### config.mk
export PLATFORM = sky130hd
export DESIGN_NAME = sync_fifo
export DESIGN_NICKNAME = d
export VERILOG_FILES = /design/src/rtl/fifo_pkg.sv /design/src/rtl/fifo_mem.sv /design/src/rtl/sync_fifo.sv
export SDC_FILE = /design/constraint.sdc
export NUM_CORES = 1
export LEC_CHECK = 0
export ABC_AREA = 1
export BUFFER_PORTS_ARGS = -buffer_cell sky130_fd_sc_hd__buf_2
export CAP_MARGIN = 10
export CORE_ASPECT_RATIO = 1.75
export CORE_UTILIZATION = 50
export CTS_CLUSTER_DIAMETER = 60
export CTS_CLUSTER_SIZE = 14
export DETAILED_ROUTE_END_ITERATION = 16
export GPL_TIMING_DRIVEN = 0
export MAX_ROUTING_LAYER = met4
export PLACE_DENSITY = 0.71
export SLEW_MARGIN = 40
export SYNTH_ARGS = -nofsm -noshare
export SYNTH_HDL_FRONTEND = slang
export SYNTH_SLANG_ARGS = --single-unit
### constraint.sdc
create_clock -name clk -period 2.4 [get_ports clk]
set_input_delay 0.36 -clock clk [delete_from_list [all_inputs] [get_ports clk]]
set_output_delay 0.36 -clock clk [all_outputs]
set_load 0.01 [all_outputs]
### src/rtl/fifo_pkg.sv
// Shared FIFO sizing constants and pointer-compare helpers.
// Pointers carry one extra wrap bit above the address bits.
package fifo_pkg;

    localparam int unsigned DefDataW = 8;
    localparam int unsigned DefDepth = 16;

    function automatic int unsigned addr_w(input int unsigned depth);
        return $clog2(depth);
    endfunction

    function automatic int unsigned cnt_w(input int unsigned depth);
        return $clog2(depth) + 1;
    endfunction

    // Full: address bits match, wrap bits differ. aw is the address width.
    function automatic logic is_full(input logic [31:0] wp, input logic [31:0] rp,
                                     input int unsigned aw);
        logic [31:0] diff;
        logic [31:0] mask;
        diff = wp ^ rp;
        mask = (32'd1 << aw) - 32'd1;
        return ((diff & mask) == 32'd0) && (((diff >> aw) & 32'd1) == 32'd1);
    endfunction

    function automatic logic is_empty(input logic [31:0] wp, input logic [31:0] rp,
                                      input int unsigned aw);
        logic [31:0] mask;
        mask = (32'd1 << (aw + 1)) - 32'd1;
        return ((wp ^ rp) & mask) == 32'd0;
    endfunction

endpackage

### src/rtl/fifo_mem.sv
// DEPTH x DATA_W register array: synchronous write, combinational read.
// Storage is deliberately not reset.
module fifo_mem #(
    parameter int unsigned DATA_W = 8,
    parameter int unsigned DEPTH  = 16
) (
    input  logic                     clk,
    input  logic                     we,
    input  logic [$clog2(DEPTH)-1:0] waddr,
    input  logic [DATA_W-1:0]        wdata,
    input  logic [$clog2(DEPTH)-1:0] raddr,
    output logic [DATA_W-1:0]        rdata
);

    logic [DATA_W-1:0] mem_q [DEPTH];

    always_ff @(posedge clk) begin
        if (we) begin
            mem_q[waddr] <= wdata;
        end
    end

    assign rdata = mem_q[raddr];

endmodule

### src/rtl/sync_fifo.sv
// Single-clock register FIFO with registered flags, registered read data
// (1-cycle latency) and sticky overflow/underflow indicators.
module sync_fifo
    import fifo_pkg::*;
#(
    parameter int unsigned DATA_W   = DefDataW,
    parameter int unsigned DEPTH    = DefDepth,
    parameter int unsigned AF_LEVEL = 12
) (
    input  logic                     clk,
    input  logic                     rst,
    input  logic                     wr_en,
    input  logic [DATA_W-1:0]        wr_data,
    output logic                     full,
    output logic                     almost_full,
    input  logic                     rd_en,
    output logic [DATA_W-1:0]        rd_data,
    output logic                     rd_valid,
    output logic                     empty,
    output logic [$clog2(DEPTH):0]   count,
    output logic                     overflow,
    output logic                     underflow
);

    localparam int unsigned AW = addr_w(DEPTH);
    localparam int unsigned CW = cnt_w(DEPTH);
    localparam logic [AW:0]   PtrOne = (AW + 1)'(1);
    localparam logic [CW-1:0] CntOne = CW'(1);

    logic [AW:0]       wr_ptr_q, wr_ptr_d, rd_ptr_q, rd_ptr_d;
    logic [CW-1:0]     count_q, count_d;
    logic              empty_q, empty_d, full_q, full_d, af_q, af_d;
    logic [DATA_W-1:0] rd_data_q, rd_data_d, mem_rdata;
    logic              rd_valid_q, ovf_q, ovf_d, unf_q, unf_d;
    logic              wr_acc, rd_acc;

    always_comb begin
        rd_acc = rd_en & ~empty_q;
        // A pop in the same cycle frees the slot, so a full FIFO still accepts.
        wr_acc = wr_en & (~full_q | rd_acc);

        wr_ptr_d = wr_acc ? wr_ptr_q + PtrOne : wr_ptr_q;
        rd_ptr_d = rd_acc ? rd_ptr_q + PtrOne : rd_ptr_q;

        count_d = count_q;
        unique case ({wr_acc, rd_acc})
            2'b10:   count_d = count_q + CntOne;
            2'b01:   count_d = count_q - CntOne;
            default: count_d = count_q;
        endcase

        empty_d   = is_empty(32'(wr_ptr_d), 32'(rd_ptr_d), AW);
        full_d    = is_full(32'(wr_ptr_d), 32'(rd_ptr_d), AW);
        af_d      = 32'(count_d) >= AF_LEVEL;
        rd_data_d = rd_acc ? mem_rdata : rd_data_q;
        ovf_d     = ovf_q | (wr_en & full_q & ~rd_acc);
        unf_d     = unf_q | (rd_en & empty_q);
    end

    always_ff @(posedge clk or posedge rst) begin
        if (rst) begin
            wr_ptr_q   <= '0;
            rd_ptr_q   <= '0;
            count_q    <= '0;
            empty_q    <= 1'b1;
            full_q     <= 1'b0;
            af_q       <= 1'b0;
            rd_data_q  <= '0;
            rd_valid_q <= 1'b0;
            ovf_q      <= 1'b0;
            unf_q      <= 1'b0;
        end else begin
            wr_ptr_q   <= wr_ptr_d;
            rd_ptr_q   <= rd_ptr_d;
            count_q    <= count_d;
            empty_q    <= empty_d;
            full_q     <= full_d;
            af_q       <= af_d;
            rd_data_q  <= rd_data_d;
            rd_valid_q <= rd_acc;
            ovf_q      <= ovf_d;
            unf_q      <= unf_d;
        end
    end

    fifo_mem #(
        .DATA_W (DATA_W),
        .DEPTH  (DEPTH)
    ) u_mem (
        .clk   (clk),
        .we    (wr_acc),
        .waddr (wr_ptr_q[AW-1:0]),
        .wdata (wr_data),
        .raddr (rd_ptr_q[AW-1:0]),
        .rdata (mem_rdata)
    );

    assign full        = full_q;
    assign almost_full = af_q;
    assign empty       = empty_q;
    assign count       = count_q;
    assign rd_data     = rd_data_q;
    assign rd_valid    = rd_valid_q;
    assign overflow    = ovf_q;
    assign underflow   = unf_q;

endmodule
==> results of run 1 <==
## worst max-delay path, delay by kind of cell (launching register included)
| kind | cells | cell delay [ns] |
|---|---|---|
| DFF | 1 | 0.59 |
| AOI/OAI and AO/OA | 1 | 0.04 |
| buffers and inverters | 2 | 0.20 |
| adders and majority gates | 2 | 0.35 |
| xor gates and xnor gates | 1 | 0.14 |
| and+or+nand+nor | 10 | 0.97 |
## cells by family after synthesis
logic type	after synthesis	synth area share, %
simple gates	287	18.29
flops	157	67.27
compound gates	99	8.122
buf+inv	65	4.199
fa+ha+maj	8	1.473
xor+xnor	5	0.6447
## path summary, 6_finish.rpt
check                                from           to  slack, ns  depth (start not counted)
worst min register to register  underflow    underflow       0.48                          1
max in group asynchronous             rst   rd_data[5]       1.96                          2
worst max-delay path                empty  almost_full       0.05                         16
worst min-delay path                  rst     count[0]       0.02                          2
worst max register to register      empty  almost_full       0.05                         16
min in group clk                    rd_en    underflow       0.33                          3
## cells in the final DEF (no fill, tap or decap), types with 7 or more instances in the layout
| cell | netlist | layout |
|---|---|---|
| dfrtp_1 | 28 | 28 |
| a21oi_1 | 15 | 14 |
| o21ai_0 | 61 | 60 |
| edfxtp_1 | 128 | 128 |
| nor2_1 | 122 | 117 |
| clkbuf_1 | 6 | 8 |
| clkbuf_16 | 0 | 17 |
| ha_1 | 8 | 7 |
| buf_4 | 7 | 17 |
| inv_1 | 37 | 36 |
| nand3_1 | 39 | 38 |
| o211ai_1 | 16 | 16 |
| buf_2 | 12 | 39 |
| nand2_1 | 99 | 98 |
## layer usage
metal / GRT usage (%) / vias to the layer above / wire length, um / part of all wire [%]
met2: 44.93 / 173 / 9129 / 55
met3: 4.825 / 45 / 774 / 4.7
li1: - / 2249 / - / -
met1: 25.49 / 2380 / 5976 / 36
met5: - / - / 0 / 0
met4: 14.36 / 0 / 716 / 4.3
## state kept, by name, indices dropped and copies added (netlist names)
signal,count
rd_data,8
count,5
rd_valid,1
u_mem.mem_q,128
underflow,1
empty,1
rd_ptr_q,5
overflow,1
wr_ptr_q,5
full,1
almost_full,1
## report_power, final
part | total (mW) | internal [mW] | switching (mW) | leakage [nW]
Clock | 2.68 | 1.56 | 1.12 | 0.281
Combinational | 3.51 | 1.14 | 2.37 | 1.28
Sequential | 3.62 | 3.36 | 0.261 | 1.49
Total | 9.81 | 6.06 | 3.75 | 3.05
## per-stage QoR
step / TNS (ns) / instances / total power [mW] / util (%)
after floorplan: 0 / 621 / 5.859 / -
after global placement: -0.5613 / 824 / 6.898 / 53.76
after detailed placement: -0.7902 / 824 / 7.007 / 53.87
after CTS: 0 / 860 / 9.719 / 58.54
after global routing: -0.1751 / 866 / 10.32 / 59.22
final: 0 / 866 / 9.809 / 59.22
## area by class of cell
type | count | area share (%)
Sequential cell | 157 | 57.97
Multi-Input combinational cell | 400 | 25.36
Clock buffer | 19 | 5.491
Timing Repair Buffer | 39 | 2.793
Tap cell | 174 | 2.761
Clock inverter | 13 | 1.952
Inverter | 40 | 1.936
Buffer | 24 | 1.730
## repair_timing
item                                    in CTS  in global routing
resized for setup                            2                  9
gates cloned                                 0                  1
endpoints found under the setup margin       2                  4
endpoints found under the hold margin        0                  0
hold buffers                                 0                  0
setup buffers                                4                  6
pin swaps                                    2                  4
==> flow_summary.yaml, run 1 <==
worst_setup_path:
  path_class: "reg -> reg"
  crit_slowest_cell: "dfstp_2"
  critPathCaptureType: "flip-flop"
  cpMostUsedCell: "nand2_1"
  crit_chain: "inv_4, nand2_4, nand2_8, nand2_8, ha_1, buf_6, xor2_2, ha_2, a21oi_2, nor2_2, nand2_1, nand2_2, nand3_1, nand2_1, nand2_1, nand2_1"
  required_ns: 2.77
  crit_arrival_ns: 2.72
  cp_max_fo: 7
  slowest_delay_ns: 0.59
  start_kind: "flip-flop"
grt:
  overflow: 0
  grt_pass1_vias: 4699
  grt_pass1_wl_um: 24810
  antenna_found_initial: 0
  grt_max_degree: 30
  track_usage_pct: 25.12
final_layout:
  diodes: 0
  fillers: 1078
  area_growth_pct: 16.04
  final_area_sq_mm: 0.007884
  nNetsFinal: 699
  multi_input_area_sq_mm: 0.001999
  drive_gt1_share_pct: 17.49
  register_area_sq_mm: 0.004571
synthesis:
  yosysUniqueCellTypes: 31
  ys_seq_elements: 157
  avgSynthCellArea_sq_um: 10.94
  synth-seq-area-share_pct: 67.27
  synthCells: 621
  synth-edff-count: 128
  synth.most_common_cell: "edfxtp_1"
  yosysTopAreaCell: "edfxtp_1"
  synthTopCellsByArea: "edfxtp_1 57%, dfrtp_1 10%, nor2_1 6.7%"
  ys_top_cells_by_count: "128 x edfxtp_1, 122 x nor2_1, 99 x nand2_1, 61 x o21ai_0, 39 x nand3_1"
  synth_nets: 641
  synth_top_area_share_pct: 56.57
  async_flop_share_pct: 18.47
  yosys_warnings: 0
  syn_area_sq_mm: 0.006794
  synth_ff_type: "edfxtp_1"
placement:
  post-place-ws_ns: -0.3247
  post_dp_cell_area_sq_mm: 0.007172
  gp_congestion: 0.8834
  port_buffers: 29
  dp_hpwl_um: 11130
clock_tree:
  numClockSinks: 157
  cts_tree: "built"
  ctsHtreeMaxLevel: 4
  cts_buffer_depth: 2
  clk_latency_ns: 0.43
  cts.clk_slew.worst_paths_ns: 0.06
  cts_buffers: 17
  cts-root-buf: "clkbuf_16"
hold_path:
  hp-class: "in -> async"
timing:
  fin_ws_ns: 0.05000
  period_needed_ns: 2.350
  fmax_ghz: 0.4255
  relSlewSlack_pct: 43.35
  setup_viol: 0
  period_share_pct: 97.92
  drv_slew: 0
  tightest_slew_ns: 0.8466
  hold_viol: 0
  hold_ws_ns: 0.01555
  clock_skew_ns: 0.007143
routing:
  drt-pass1-iter-count: 5
  ant_nets: 0
  vias_per_cell: 5.597
  drt-initial-drc-count: 333
  vias: 4847
  routedWlPerCell_um: 19.17
  drc: 0
  wl_um: 16600
power:
  peakVddDrop_mv: 0.5383
  leakage_nw: 3.053
  power.density_mw_per_mm2: 1244
floorplan:
  initial_core_util_pct: 51.03
  dieArea_sq_mm: 0.01408
  ios: 31
  die_y_um: 156.2
  core_area_sq_mm: 0.01331
  num_rows: 56
  die_x_um: 90.12
flow_run:
  maxCapViolations: 0
run_status:
  outcome: "completed"
No activity file was read; power rests on OpenSTA's default activity.
==> run 2, diff against run 1 <==
Settings changed: MAX_ROUTING_LAYER met4 to unset.
==> run 2 against run 1 <==
Compared with the run above:
- routed wire length decreased by 0.64%
- highest routed layer unchanged
- sequential power about the same
- sequential share of layout area barely moved
==> flow_summary.yaml, run 2 (synthesis gave the netlist of run 1 again) <==
floorplan:
  dieArea_sq_mm: 0.01408
  ios: 31
  die_y_um: 156.2
  die_x_um: 90.12
  initial_core_util_pct: 51.03
  core_area_sq_mm: 0.01331
  num_rows: 56
clock_tree:
  numClockSinks: 157
  cts-root-buf: "clkbuf_16"
  cts_buffers: 17
  ctsHtreeMaxLevel: 4
  cts_tree: "built"
  cts.clk_slew.worst_paths_ns: 0.07
  cts_buffer_depth: 2
  clk_latency_ns: 0.43
  cts.hold.buffers_added: 0
worst_setup_path:
  cp_max_fo: 6
  slowest_delay_ns: 0.59
  cp.depth: 15
  crit_arrival_ns: 2.55
  crit_buf_inv: 2
  reg2reg_slack_ns: 0.17
  cpMostUsedCell: "nand2_1"
  crit_slowest_cell: "dfstp_2"
  critPathCaptureType: "flip-flop"
  path_delay_family: "simple AND/OR/NAND/NOR gates"
  critical_path.startpoint: "empty"
  r2r_start: "empty"
  required_ns: 2.72
  reg2reg_depth: 15
  path_class: "reg -> reg"
  crit_chain: "inv_4, nand2_4, nand2_8, nand2_8, ha_4, buf_6, xor2_2, ha_2, a21oi_4, nor2_4, nand3_2, nand3_1, nand2_1, nand2_1, nand2_1"
  start_kind: "flip-flop"
routing:
  drt-pass1-iter-count: 5
  wl_um: 16490
  drt-initial-drc-count: 310
  vias: 4803
  ant_nets: 0
  wl_met1_um: 5790
  dr_wl_met3_um: 726
  maxUsedRoutingLayer: "met4"
  wl_met2_um: 8988
  vias_per_cell: 5.546
  routedWlPerCell_um: 19.04
  drc: 0
timing:
  fin_ws_ns: 0.1655
  fin_tns_setup_ns: 0
  hold_viol: 0
  period_share_pct: 93.10
  tightest_slew_ns: 0.8322
  drv_slew: 0
  relSlewSlack_pct: 44.32
  setup_viol: 0
  period_needed_ns: 2.235
  fmax_ghz: 0.4475
  clock_skew_ns: 0.006756
placement:
  post-place-ws_ns: -0.3587
  post_dp_cell_area_sq_mm: 0.007172
  dp_hpwl_um: 11180
  gp_congestion: 0.9000
  port_buffers: 29
final_layout:
  top_register: "u_mem.mem_q"
  final_common_cell: "edfxtp_1"
  largest_reg_flops: 128
  nNetsFinal: 699
  drive_gt1_share_pct: 17.63
  final_area_sq_mm: 0.007889
  diodes: 0
  area_growth_pct: 16.11
  layout_common_cells: "128 x edfxtp_1, 118 x nor2_1, 99 x nand2_1"
  fillers: 1088
grt:
  overflow: 0
  track_usage_pct: 24.36
  grt_pass1_wl_um: 25070
  grt_max_degree: 30
  grt_pass1_vias: 4832
  antenna_found_initial: 0
power:
  leakage_nw: 3.046
  power.density_mw_per_mm2: 1236
  peakVddDrop_mv: 0.5932
run_status:
  outcome: "completed"
flow_run:
  maxCapViolations: 0
hold_path:
  hp-class: "in -> async"
-- run 2: changes by cell type in the layout (fill, tap and decap cells not counted), sizes merged --
cell and delta:
inv +1, clkinv +3, nor2 -1, clkbuf -2, buf +1, bufinv -2
-- run 2: path summary, 6_finish.rpt --
kind | to
min in group clk | underflow
hold reg to reg | underflow
hold / removal | count[1]
max in group asynchronous | wr_ptr_q[3]
setup / recovery | almost_full
setup reg to reg | almost_full
-- run 2: routing by layer --
layer  vias to the layer above  track usage, %
li1                       2243               -
met1                      2293           25.17
met2                       196           43.95
met3                        71           3.850
met4                         0           18.59
met5                         -               0
-- run 2: repair_timing --
| item | 4_1_cts | 5_1_grt |
|---|---|---|
| resized for setup | 4 | 12 |
| setup buffers | 2 | 9 |
| gates cloned | 0 | 0 |
| pin swaps | 3 | 8 |
| endpoints found under the setup margin | 3 | 3 |
-- run 2: stage by stage --
| step | power (mW) | hold slack [ns] | util (%) | cells |
|---|---|---|---|---|
| finish | 9.750 | 0.02396 | 59.26 | 866 |
| floorplan | 5.859 | 0.4374 | - | 621 |
| global placement | 6.869 | 0.4568 | 53.76 | 824 |
| global route | 10.26 | 0.07619 | 59.26 | 866 |
| CTS | 9.608 | 0.04622 | 58.38 | 858 |
| detailed placement | 7.018 | 0.4611 | 53.87 | 824 |
-- run 2: worst reg2reg max path, cell delays in order (launching register included) --
cell	delay (ns)
dfstp_2	0.59
inv_4	0.06
nand2_4	0.08
nand2_8	0.08
nand2_8	0.10
ha_4	0.13
buf_6	0.12
xor2_2	0.15
ha_2	0.22
a21oi_4	0.05
nor2_4	0.16
nand3_2	0.10
nand3_1	0.10
nand2_1	0.05
nand2_1	0.08
nand2_1	0.06
-- run 2: final cells by class --
cell class | instances | area, sq um | area share [%]
buffer | 24 | 136.4 | 1.729
clock buffer | 17 | 425.4 | 5.393
clock inverter | 15 | 151.4 | 1.919
inverter | 40 | 152.6 | 1.935
multi-input combinational | 399 | 2007 | 25.44
sequential | 157 | 4571 | 57.94
tap | 174 | 217.7 | 2.760
timing repair buffer | 40 | 227.7 | 2.887
-- run 2: where the power goes --
| group | internal [mW] | total [mW] | switching, mW |
|---|---|---|---|
| Sequential | 3.36 | 3.64 | 0.278 |
| Clock | 1.38 | 2.59 | 1.21 |
| Combinational | 1.13 | 3.52 | 2.39 |
